## src/rtl/mult_share_pkg.sv

```systemverilog
// Shared constants for the two-client multiplier arbiter: default operand
// width, requester ids and the product width rule.
package mult_share_pkg;

  localparam int N_DEFAULT = 4;

  typedef logic req_id_t;

  localparam req_id_t ID_REQ0 = 1'b0;
  localparam req_id_t ID_REQ1 = 1'b1;

  // Full-width product: no truncation for any unsigned operand pair.
  function automatic int prod_w(input int n);
    return 2 * n;
  endfunction

endpackage

```

## src/rtl/mult_share_arb_if.sv

```systemverilog
// Request/response bundle between the two operand sources and the arbiter.
// master = requester side, slave = arbiter side.
interface mult_share_arb_if
  import mult_share_pkg::*;
#(
  parameter int N = N_DEFAULT
);

  logic                  req0_valid;
  logic                  req0_ready;
  logic [N-1:0]          req0_a;
  logic [N-1:0]          req0_b;

  logic                  req1_valid;
  logic                  req1_ready;
  logic [N-1:0]          req1_a;
  logic [N-1:0]          req1_b;

  logic                  rsp_valid;
  req_id_t               rsp_id;
  logic [prod_w(N)-1:0]  rsp_p;

  modport master (
    output req0_valid, req0_a, req0_b,
    output req1_valid, req1_a, req1_b,
    input  req0_ready, req1_ready,
    input  rsp_valid, rsp_id, rsp_p
  );

  modport slave (
    input  req0_valid, req0_a, req0_b,
    input  req1_valid, req1_a, req1_b,
    output req0_ready, req1_ready,
    output rsp_valid, rsp_id, rsp_p
  );

endinterface

```

## src/rtl/mult_n.sv

```systemverilog
// Combinational unsigned array multiplier: one shifted partial product per
// bit of b, accumulated row by row.
module mult_n #(
  parameter int N = 4
) (
  input  logic [N-1:0]   a,
  input  logic [N-1:0]   b,
  output logic [2*N-1:0] p
);

  for (genvar gi = 0; gi < N; gi++) begin : g_row
    logic [2*N-1:0] pp;
    logic [2*N-1:0] sum;

    assign pp = b[gi] ? ({{N{1'b0}}, a} << gi) : '0;

    if (gi == 0) begin : g_first
      assign sum = pp;
    end else begin : g_acc
      assign sum = g_row[gi-1].sum + pp;
    end
  end

  assign p = g_row[N-1].sum;

endmodule

```

## src/rtl/mult_share_arb.sv

```systemverilog
// Round-robin arbiter sharing one mult_n between two requesters, with
// registered operands (S1) and a registered, id-tagged product (S2).
module mult_share_arb
  import mult_share_pkg::*;
#(
  parameter int N = N_DEFAULT
) (
  input logic              clk,
  input logic              reset,
  mult_share_arb_if.slave  bus
);

  localparam int PW = prod_w(N);

  logic            prio_reg;
  logic            s1_v_reg;
  req_id_t         s1_id_reg;
  logic [N-1:0]    s1_a_reg;
  logic [N-1:0]    s1_b_reg;
  logic            rsp_valid_reg;
  req_id_t         rsp_id_reg;
  logic [PW-1:0]   rsp_p_reg;

  logic            grant0;
  logic            grant1;
  logic            grant_any;
  req_id_t         grant_id;
  logic [N-1:0]    grant_a;
  logic [N-1:0]    grant_b;
  logic [PW-1:0]   mult_p;

  // A lone requester wins outright; on contention prio picks the winner.
  // Grants are suppressed while reset is held so nothing is accepted then.
  always_comb begin
    grant0    = bus.req0_valid & ~reset & (~bus.req1_valid | (prio_reg == ID_REQ0));
    grant1    = bus.req1_valid & ~reset & (~bus.req0_valid | (prio_reg == ID_REQ1));
    grant_any = grant0 | grant1;
    grant_id  = grant1 ? ID_REQ1 : ID_REQ0;
    grant_a   = grant1 ? bus.req1_a : bus.req0_a;
    grant_b   = grant1 ? bus.req1_b : bus.req0_b;
  end

  assign bus.req0_ready = grant0;
  assign bus.req1_ready = grant1;

  always_ff @(posedge clk or posedge reset) begin
    if (reset) begin
      prio_reg  <= ID_REQ0;
      s1_v_reg  <= 1'b0;
      s1_id_reg <= ID_REQ0;
      s1_a_reg  <= '0;
      s1_b_reg  <= '0;
    end else begin
      s1_v_reg <= grant_any;
      if (grant_any) begin
        prio_reg  <= ~grant_id;
        s1_id_reg <= grant_id;
        s1_a_reg  <= grant_a;
        s1_b_reg  <= grant_b;
      end
    end
  end

  mult_n #(
    .N (N)
  ) u_mult (
    .a (s1_a_reg),
    .b (s1_b_reg),
    .p (mult_p)
  );

  // Id and product hold between responses; only rsp_valid marks new data.
  always_ff @(posedge clk or posedge reset) begin
    if (reset) begin
      rsp_valid_reg <= 1'b0;
      rsp_id_reg    <= ID_REQ0;
      rsp_p_reg     <= '0;
    end else begin
      rsp_valid_reg <= s1_v_reg;
      if (s1_v_reg) begin
        rsp_id_reg <= s1_id_reg;
        rsp_p_reg  <= mult_p;
      end
    end
  end

  assign bus.rsp_valid = rsp_valid_reg;
  assign bus.rsp_id    = rsp_id_reg;
  assign bus.rsp_p     = rsp_p_reg;

endmodule

```

## src/flat_wrapper.sv

```systemverilog
// flat-port wrapper written by rule: the top's interface ports become plain ports
module mult_share_arb_flat import mult_share_pkg::*;
#(
  parameter int N = N_DEFAULT
)
  (clk, reset, bus_req0_valid, bus_req0_a, bus_req0_b, bus_req1_valid, bus_req1_a, bus_req1_b, bus_req0_ready, bus_req1_ready, bus_rsp_valid, bus_rsp_id, bus_rsp_p);
  mult_share_arb_if #(.N(N)) bus_i ();
  input logic clk;
  input logic reset;
  input wire logic [$bits(bus_i.req0_valid)-1:0] bus_req0_valid;
  input wire logic [$bits(bus_i.req0_a)-1:0] bus_req0_a;
  input wire logic [$bits(bus_i.req0_b)-1:0] bus_req0_b;
  input wire logic [$bits(bus_i.req1_valid)-1:0] bus_req1_valid;
  input wire logic [$bits(bus_i.req1_a)-1:0] bus_req1_a;
  input wire logic [$bits(bus_i.req1_b)-1:0] bus_req1_b;
  output wire logic [$bits(bus_i.req0_ready)-1:0] bus_req0_ready;
  output wire logic [$bits(bus_i.req1_ready)-1:0] bus_req1_ready;
  output wire logic [$bits(bus_i.rsp_valid)-1:0] bus_rsp_valid;
  output wire logic [$bits(bus_i.rsp_id)-1:0] bus_rsp_id;
  output wire logic [$bits(bus_i.rsp_p)-1:0] bus_rsp_p;
  assign bus_i.req0_valid = bus_req0_valid;
  assign bus_i.req0_a = bus_req0_a;
  assign bus_i.req0_b = bus_req0_b;
  assign bus_i.req1_valid = bus_req1_valid;
  assign bus_i.req1_a = bus_req1_a;
  assign bus_i.req1_b = bus_req1_b;
  assign bus_req0_ready = bus_i.req0_ready;
  assign bus_req1_ready = bus_i.req1_ready;
  assign bus_rsp_valid = bus_i.rsp_valid;
  assign bus_rsp_id = bus_i.rsp_id;
  assign bus_rsp_p = bus_i.rsp_p;
  mult_share_arb #(.N(N)) u_core (.clk(clk), .reset(reset), .bus(bus_i));
endmodule
```

## config.mk

```make
export PLATFORM = sky130hd
export DESIGN_NAME = mult_share_arb_flat
export DESIGN_NICKNAME = d
export VERILOG_FILES = /design/src/rtl/mult_share_pkg.sv /design/src/rtl/mult_share_arb_if.sv /design/src/rtl/mult_n.sv /design/src/rtl/mult_share_arb.sv /design/src/flat_wrapper.sv
export SDC_FILE = /design/constraint.sdc
export NUM_CORES = 1
export LEC_CHECK = 0
export BUFFER_PORTS_ARGS = -buffer_cell sky130_fd_sc_hd__buf_2
export CORE_MARGIN = 1
export CORE_UTILIZATION = 48
export DETAILED_ROUTE_END_ITERATION = 8
export PLACE_DENSITY = 0.78
export REMOVE_ABC_BUFFERS = 1
export SKIP_LAST_GASP = 1
export SYNTH_ARGS = -nofsm -noshare
export SYNTH_HDL_FRONTEND = slang
export SYNTH_SLANG_ARGS = --single-unit
```

## constraint.sdc

```tcl
create_clock -name clk -period 3.4 [get_ports clk]
set_clock_uncertainty 0.05 [all_clocks]
set_input_delay 0.68 -clock clk [delete_from_list [all_inputs] [get_ports clk]]
set_output_delay 0.68 -clock clk [all_outputs]
set_load 0.01 [all_outputs]
```

==> results of run 1 <==
final cells by class:
| type | instances | area, sq um | share of cell area, % |
|---|---|---|---|
| Tap cell | 30 | 37.5 | 2.45 |
| Sequential cell | 21 | 526 | 34.3 |
| Timing Repair Buffer | 32 | 163 | 10.6 |
| Inverter | 9 | 33.8 | 2.20 |
| Multi-Input combinational cell | 87 | 747 | 48.7 |
| Clock buffer | 4 | 26.3 | 1.71 |
routing by layer:
layer / vias to the layer above / part of all wire [%] / global-route usage [%]
li1: 492 / - / -
met4: 0 / 0.57 / 5.13
met2: 27 / 51 / 36.5
met1: 483 / 45 / 23.3
met5: - / 0 / 0
met3: 2 / 3.7 / 2.50
synthesized netlist by cell type, types with 2 or more instances:
cell	n
a221o_1	5
nand3_1	5
ha_1	10
inv_1	9
fa_1	5
a21oi_1	3
buf_2	2
nor4bb_1	2
dfrtp_1	21
o21ai_0	4
mux2_2	5
nand2_1	5
nor2b_1	6
nand4b_1	2
and2_1	11
a311oi_1	2
a31oi_1	4
nor2_1	5
cells by family after synthesis:
group           synth area share (%)
simple gates                    21.5
compound gates                  12.9
flops                           39.6
fa+ha+maj                       17.0
buf+inv                         4.15
mux                             4.24
xor+xnor                       0.660
placed cells by master, fill, tap and decap left out, types with 2 or more instances in the layout:
| cell | n |
|---|---|
| nand2_1 | 5 |
| buf_2 | 31 |
| mux2_2 | 5 |
| fa_1 | 5 |
| and2_1 | 11 |
| nor4bb_1 | 2 |
| a221o_1 | 5 |
| clkbuf_4 | 3 |
| nor2b_1 | 6 |
| a31oi_1 | 4 |
| nor2_1 | 5 |
| o21ai_0 | 4 |
| a311oi_1 | 2 |
| dfrtp_1 | 21 |
| inv_1 | 9 |
| a21oi_1 | 3 |
| ha_1 | 10 |
| nand4b_1 | 2 |
| nand3_1 | 5 |
worst max-delay path, cell delays in order (launching register included):
cell and delay [ns]:
dfrtp_1 0.43, and2_1 0.19, fa_1 0.54, inv_1 0.05, fa_1 0.52, inv_1 0.04, ha_1 0.21, fa_1 0.41
a21oi_1 0.20, nand4b_1 0.12, o211ai_1 0.12
worst max path at each step:
stage	from	to	slack (ns)	cells past startpoint
final	u_core.s1_a_reg[3]$_DFFE_PP0P_	u_core.bus.rsp_p[7]$_DFFE_PP0P_	0.44	10
after global routing	u_core.s1_a_reg[3]$_DFFE_PP0P_	u_core.bus.rsp_p[7]$_DFFE_PP0P_	0.27	10
after CTS	u_core.s1_a_reg[3]$_DFFE_PP0P_	u_core.bus.rsp_p[7]$_DFFE_PP0P_	0.43	10
after detailed placement	u_core.s1_a_reg[3]$_DFFE_PP0P_	u_core.bus.rsp_p[7]$_DFFE_PP0P_	0.46	10
after global placement	u_core.s1_a_reg[3]$_DFFE_PP0P_	u_core.bus.rsp_p[7]$_DFFE_PP0P_	0.55	10
after floorplan	u_core.s1_a_reg[3]$_DFFE_PP0P_	u_core.bus.rsp_p[7]$_DFFE_PP0P_	0.62	10
report_power, final:
part           leakage, nW  switching, mW  internal (mW)  total [mW]
clock network       0.0150         0.0766         0.0457       0.122
registers            0.253         0.0430          0.309       0.352
logic                0.486          0.156          0.156       0.312
per-stage QoR:
stage	cell area [sq um]	utilization, %	hold WS (ns)	instances	total power, mW
after floorplan	1310	-	0.429	117	0.567
after global routing	1530	60.2	0.432	183	0.852
after detailed placement	1510	59.2	0.443	179	0.671
after global placement	1510	59.2	0.437	179	0.658
after CTS	1530	60.2	0.401	183	0.794
final	1530	60.2	0.400	183	0.786
==> metrics.yaml, run 1 <==
outcome:
  status: "finished, final reports clean"
floorplanning:
  rows: 18
  pin_count: 32
  die_y_um: 54.6
  start_util_pct: 52.2
  die_area_sq_mm: 0.00298
  coreArea_sq_mm: 0.00254
  dieWidth_um: 54.6
sta:
  fmax_mhz: 338
  rsz0062_at_grt: "no"
  period_share_pct: 87.1
  max_slew.worst_pin.slew_ns: 0.612
  tns_ns: 0
  layout_setup_ws_ns: 0.438
  setup_viol: 0
  slew_headroom_pct: 59.2
  slew_violations: 0
  period_needed_ns: 2.96
  final_hold_viol_count: 0
power:
  peakVddDrop_uv: 304
  powerDensity_mw_per_mm2: 513
  p_leak_nw: 0.754
synth:
  syn_avg_cell_area_sq_um: 11.1
  synth_warnings: 0
  synth_ff_type: "dfrtp_1"
  syn_area_sq_mm: 0.00133
  synth-edff-count: 0
  synth_cell_type_count: 32
  synthArstFlopShare_pct: 100
  syn_inst: 120
  ys_seq_elements: 21
  synth_top_area_cell: "dfrtp_1"
  yosysTopAreaCellShare_pct: 39.6
  yosysSeqAreaShare_pct: 39.6
  synth.top_cells.by_area: "dfrtp_1, ha_1, fa_1, and2_1, mux2_2"
critical_path:
  start_kind: "flop"
  crit_type: "flop to flop"
  required_ns: 3.58
  worstPathArrival_ns: 3.14
  worst_r2r_path_depth: 10
  r2r_end: "u_core.bus.rsp_p[7]$_DFFE_PP0P_"
  reg2reg_slack_ns: 0.44
  cp-end-kind: "flop"
  worst-path-max-fanout: 5
  r2r-start: "u_core.s1_a_reg[3]$_DFFE_PP0P_"
place:
  place_hpwl_um: 1930
  pre_cts_ws_ns: 0.456
  routabilityCongestion: 0.757
  io_buffers: 31
finish:
  largest_reg_flops: 8
  insertedDiodeCount: 0
  layout-drive-gt1-share_pct: 30.7
  fin_nets: 189
  fillers: 225
  syn2layout_area_growth_pct: 15.5
clock_network:
  clk_latency_ns: 0.30
  cts_tree: "built"
  cts-buffers-inserted: 3
  post-cts-setup-buffer-count: 0
  max-clock-path-buffers: 2
  clock_tree.root_cell: "clkbuf_4"
  clk_pin_slew_worst_paths_ns: 0.12
  cts_hold_buf: 0
  cts_sinks: 21
  cts_resized: 0
  htreeDepth: 1
grt:
  grt_max_degree: 22
  gr-total-overflow: 0
  antenna_found_initial: 0
  grt_pass1_wl_um: 4110
  grt_use_total_pct: 19.6
  first_global_vias: 950
routing:
  drt_pass1_iterations: 4
  wire_per_inst_um: 13.5
  routed_wl_um: 2470
  drt_iter0_drc: 11
  num_vias: 1004
  drc: 0
  vias_per_cell: 5.49
  drtAntennaViolNets: 0
min_path:
  hold_path_class: "input pin to async pin"
job:
  cap_violations: 0
Power figures use the tool's default switching activity.
==> inputs of run 2 (changes only) <==
- PLACE_DENSITY: 0.78 -> 0.73
==> run 2 against run 1 <==
Compared with the run above:
- sequential power about the same
- core utilization did not move
- design area stayed put
- routed wire length shrank 5.1%
- non-clock buffer count is the same
- sequential share of layout area stayed put
- critical path depth unchanged
- count of clock-buffer cells in the layout is the same
- clock power about the same
- die area stayed put
- final cell count is the same
- critical path type unchanged
- largest cell class unchanged
==> metrics.yaml, run 2 (same netlist as run 1, synthesis figures left out) <==
clock_network:
  post-cts-setup-buffer-count: 0
  clock_tree.root_cell: "clkbuf_4"
  cts_tree: "built"
  cts_resized: 0
  htreeDepth: 1
  clk_pin_slew_worst_paths_ns: 0.13
  cts_hold_buf: 0
  max-clock-path-buffers: 2
  clk_latency_ns: 0.32
  cts_sinks: 21
  cts-buffers-inserted: 3
finish:
  finish.utilization_pct: 60.2
  layout-drive-gt1-share_pct: 30.7
  final_cells: 183
  multi_input_area_sq_um: 747
  largest_reg_flops: 8
  stdcell_area_sq_mm: 0.00153
  mostFrequentLayoutCell: "buf_2"
  insertedDiodeCount: 0
  final_cell_mix: "buf_2, dfrtp_1, and2_1"
  fin_nets: 189
  ff_latch_area_sq_um: 526
  syn2layout_area_growth_pct: 15.5
  fillers: 230
sta:
  fin_worst_hold_slack_ns: 0.384
  tns_ns: 0
  slew_violations: 0
  layout_setup_ws_ns: 0.440
  final_hold_viol_count: 0
  setup_viol: 0
  rsz0062_at_grt: "no"
  period_needed_ns: 2.96
  max_slew.worst_pin.slew_ns: 0.651
  period_share_pct: 87.1
  fmax_mhz: 338
  slew_headroom_pct: 56.6
critical_path:
  required_ns: 3.60
  start_kind: "flop"
  cp-end-kind: "flop"
  reg2reg_slack_ns: 0.44
  worstPathArrival_ns: 3.16
  crit_type: "flop to flop"
  worst-path-max-fanout: 5
floorplanning:
  rows: 18
  coreArea_sq_mm: 0.00254
  dieWidth_um: 54.6
  start_util_pct: 52.2
  die_y_um: 54.6
  die_area_sq_mm: 0.00298
  pin_count: 32
power:
  clockPowerShare_pct: 15.9
  swShare_pct: 35.1
  p_leak_nw: 0.754
  peakVddDrop_uv: 319
  comb_power_share_pct: 39.2
  p_switching_mw: 0.276
  total_power_mw: 0.785
  p_int_mw: 0.510
  seqPwrFrac_pct: 44.8
  powerDensity_mw_per_mm2: 512
routing:
  routed_wl_um: 2340
  drt_iter0_drc: 11
  vias_per_cell: 5.38
  num_vias: 985
  drtAntennaViolNets: 0
  wire_per_inst_um: 12.8
  drt_pass1_iterations: 4
  drc: 0
grt:
  grt_use_total_pct: 18.8
  grt_max_degree: 22
  grt_pass1_wl_um: 3870
  gr-total-overflow: 0
  antenna_found_initial: 0
  first_global_vias: 924
place:
  dp_cells: 179
  routabilityCongestion: 0.754
  placed_area_sq_mm: 0.00151
  io_buffers: 31
  pre_cts_ws_ns: 0.466
  place_hpwl_um: 1800
min_path:
  hold_path_class: "input pin to async pin"
job:
  cap_violations: 0
outcome:
  status: "finished, final reports clean"
## run 2: cell counts in the layout (fill, tap and decap cells not counted)
Identical to the previous run, type by type.
## run 2: routing by layer
metal,track usage (%),share of wire [%],vias up
li1,-,-,493
met1,22.6,45,456
met2,31.9,48,31
met3,2.78,4.3,5
met4,10.3,2.1,0
met5,0,0,-
## run 2: power groups by stage
stage	combinational [mW]	sequential (mW)	clock [mW]
6_report	0.308	0.352	0.125
5_1_grt	0.351	0.363	0.134
4_1_cts	0.313	0.353	0.127
3_5_place_dp	0.310	0.358	0
3_3_place_gp	0.303	0.355	0
2_1_floorplan	0.195	0.372	0
## run 2: final timing paths
kind                                                  from                              end  cells past startpoint
setup / recovery            u_core.s1_b_reg[0]$_DFFE_PP0P_  u_core.bus.rsp_p[7]$_DFFE_PP0P_                     10
hold / removal                                       reset  u_core.bus.rsp_p[7]$_DFFE_PP0P_                      3
setup reg to reg            u_core.s1_b_reg[0]$_DFFE_PP0P_  u_core.bus.rsp_p[7]$_DFFE_PP0P_                     10
hold reg to reg            u_core.bus.rsp_p[4]$_DFFE_PP0P_  u_core.bus.rsp_p[4]$_DFFE_PP0P_                      1
max in group asynchronous                            reset   u_core.s1_a_reg[2]$_DFFE_PP0P_                      3
min in group clk           u_core.bus.rsp_p[4]$_DFFE_PP0P_  u_core.bus.rsp_p[4]$_DFFE_PP0P_                      1
## run 2: area by class of cell
class	count	share of cell area, %
multi-input combinational	87	48.7
sequential	21	34.3
timing repair buffer	32	10.6
tap	30	2.45
inverter	9	2.20
clock buffer	4	1.71
## run 2: worst max-delay path, stage by stage, from the launching register on
cell and delay (ns):
dfrtp_1 0.44, and2_1 0.17, fa_1 0.53, inv_1 0.05
fa_1 0.53, inv_1 0.04, ha_1 0.21, fa_1 0.42
a21oi_1 0.21, nand4b_1 0.12, o211ai_1 0.11
==> inputs of run 3 (changes only) <==
- CORE_MARGIN: 1 -> 4
- CTS_BUF_LIST: not set -> sky130_fd_sc_hd__clkbuf_4
==> run 3 against run 2 <==
Compared with the run above:
- final cell count is the same
- non-clock buffer count is the same
- worst setup slack gained 0.034 ns
- count of clock-buffer cells in the layout is the same
- routed wire length grew 3.2%
- design area grew 0.24%
- register-to-register slack gained 0.03 ns
- sequential share of layout area shrank 0.084 points
- first-iteration DRC count grew to 3.5 times the previous value
- critical path depth is the same
- highest routed layer unchanged
==> metrics.yaml, run 3 (same netlist as run 1, synthesis figures left out) <==
outcome:
  status: "finished, final reports clean"
sta:
  tns_ns: 0
  fin_worst_hold_slack_ns: 0.390
  setup_viol: 0
  fmax_mhz: 342
  final_hold_viol_count: 0
  slew_headroom_pct: 59.8
  slew_violations: 0
  period_share_pct: 86.1
  period_needed_ns: 2.93
  rsz0062_at_grt: "no"
  max_slew.worst_pin.slew_ns: 0.603
routing:
  vias_per_cell: 5.39
  drt_iter0_drc: 38
  drc: 0
  num_vias: 987
  drtAntennaViolNets: 0
  drt_pass1_iterations: 3
  wire_per_inst_um: 13.2
  routed_wl_um: 2420
finish:
  syn2layout_area_growth_pct: 15.7
  final_cell_mix: "buf_2, dfrtp_1, and2_1"
  fillers: 225
  mostFrequentLayoutCell: "buf_2"
  largest_reg_flops: 8
  fin_nets: 189
  finish.utilization_pct: 59.8
  insertedDiodeCount: 0
  layout-drive-gt1-share_pct: 31.4
critical_path:
  worst_r2r_path_depth: 10
  r2r-start: "u_core.s1_b_reg[0]$_DFFE_PP0P_"
  worst-path-max-fanout: 5
  crit_type: "flop to flop"
  cp-end-kind: "flop"
  required_ns: 3.59
  start_kind: "flop"
  worstPathArrival_ns: 3.11
  reg2reg_slack_ns: 0.47
  r2r_end: "u_core.bus.rsp_p[7]$_DFFE_PP0P_"
clock_network:
  cts_hold_buf: 0
  max-clock-path-buffers: 2
  cts-buffers-inserted: 3
  clock_tree.root_cell: "clkbuf_4"
  clk_latency_ns: 0.31
  clk_pin_slew_worst_paths_ns: 0.12
  cts_resized: 0
  cts_sinks: 21
  htreeDepth: 1
  cts_tree: "built"
  post-cts-setup-buffer-count: 0
place:
  io_buffers: 31
  routabilityCongestion: 0.802
  place_hpwl_um: 1910
power:
  seqPwrFrac_pct: 44.5
  comb_power_share_pct: 39.0
  p_leak_nw: 0.758
  clockPowerShare_pct: 16.5
  p_int_mw: 0.518
  powerDensity_mw_per_mm2: 516
  swShare_pct: 34.7
  peakVddDrop_uv: 309
  total_power_mw: 0.793
  p_switching_mw: 0.275
grt:
  grt_pass1_wl_um: 4420
  grt_max_degree: 22
  antenna_found_initial: 0
  gr-total-overflow: 0
  grt_use_total_pct: 16.2
  first_global_vias: 1027
floorplanning:
  dieWidth_um: 60.6
  rows: 18
  coreArea_sq_mm: 0.00257
  pin_count: 32
  die_y_um: 60.6
  start_util_pct: 51.7
  die_area_sq_mm: 0.00367
job:
  cap_violations: 0
min_path:
  hold_path_class: "input pin to async pin"
-- run 3: cell counts in the layout (fill, tap and decap cells not counted) --
Identical to the previous run, type by type.
-- run 3: worst max path at each step --
stage,startpoint,slack (ns),to
floorplan,u_core.s1_a_reg[3]$_DFFE_PP0P_,0.62,u_core.bus.rsp_p[7]$_DFFE_PP0P_
global placement,u_core.s1_a_reg[3]$_DFFE_PP0P_,0.56,u_core.bus.rsp_p[7]$_DFFE_PP0P_
detailed placement,u_core.s1_a_reg[3]$_DFFE_PP0P_,0.48,u_core.bus.rsp_p[7]$_DFFE_PP0P_
CTS,u_core.s1_b_reg[0]$_DFFE_PP0P_,0.46,u_core.bus.rsp_p[7]$_DFFE_PP0P_
global route,u_core.s1_b_reg[0]$_DFFE_PP0P_,0.30,u_core.bus.rsp_p[7]$_DFFE_PP0P_
finish,u_core.s1_b_reg[0]$_DFFE_PP0P_,0.47,u_core.bus.rsp_p[7]$_DFFE_PP0P_
-- run 3: metal layers --
layer  GRT usage (%)  wire (um)  vias to the layer above
met5               0          0                        -
met4            7.43         48                        0
met3            2.77        106                        4
met2            26.4       1160                       23
met1            21.1       1100                      469
li1                -          -                      491
-- run 3: critical path, cell delays in order, from the launching register on --
cell,delay (ns)
dfrtp_1,0.44
and2_1,0.17
fa_1,0.53
inv_1,0.05
fa_1,0.53
inv_1,0.04
ha_1,0.21
fa_1,0.41
a21oi_1,0.19
nand4b_1,0.12
o211ai_1,0.11
-- run 3: through the flow --
stage | instances | cell area, sq um | setup WS [ns]
after floorplan | 117 | 1310 | 0.625
after global routing | 183 | 1540 | 0.301
after CTS | 183 | 1540 | 0.460
final | 183 | 1540 | 0.473
after detailed placement | 179 | 1510 | 0.484
after global placement | 179 | 1510 | 0.557
-- run 3: final cells by class --
type | count | area [sq um] | share of cell area [%]
clock buffers | 4 | 30.0 | 1.95
flip-flops and latches | 21 | 526 | 34.2
repair buffers | 32 | 163 | 10.6
multi-input cells | 87 | 747 | 48.6
inverters | 9 | 33.8 | 2.20
well taps | 30 | 37.5 | 2.44
-- run 3: power groups by stage --
stage / sequential (mW) / combinational, mW / clock, mW
2_1_floorplan: 0.372 / 0.195 / 0
3_3_place_gp: 0.355 / 0.308 / 0
3_5_place_dp: 0.359 / 0.315 / 0
4_1_cts: 0.354 / 0.317 / 0.136
5_1_grt: 0.364 / 0.358 / 0.147
6_report: 0.352 / 0.310 / 0.131
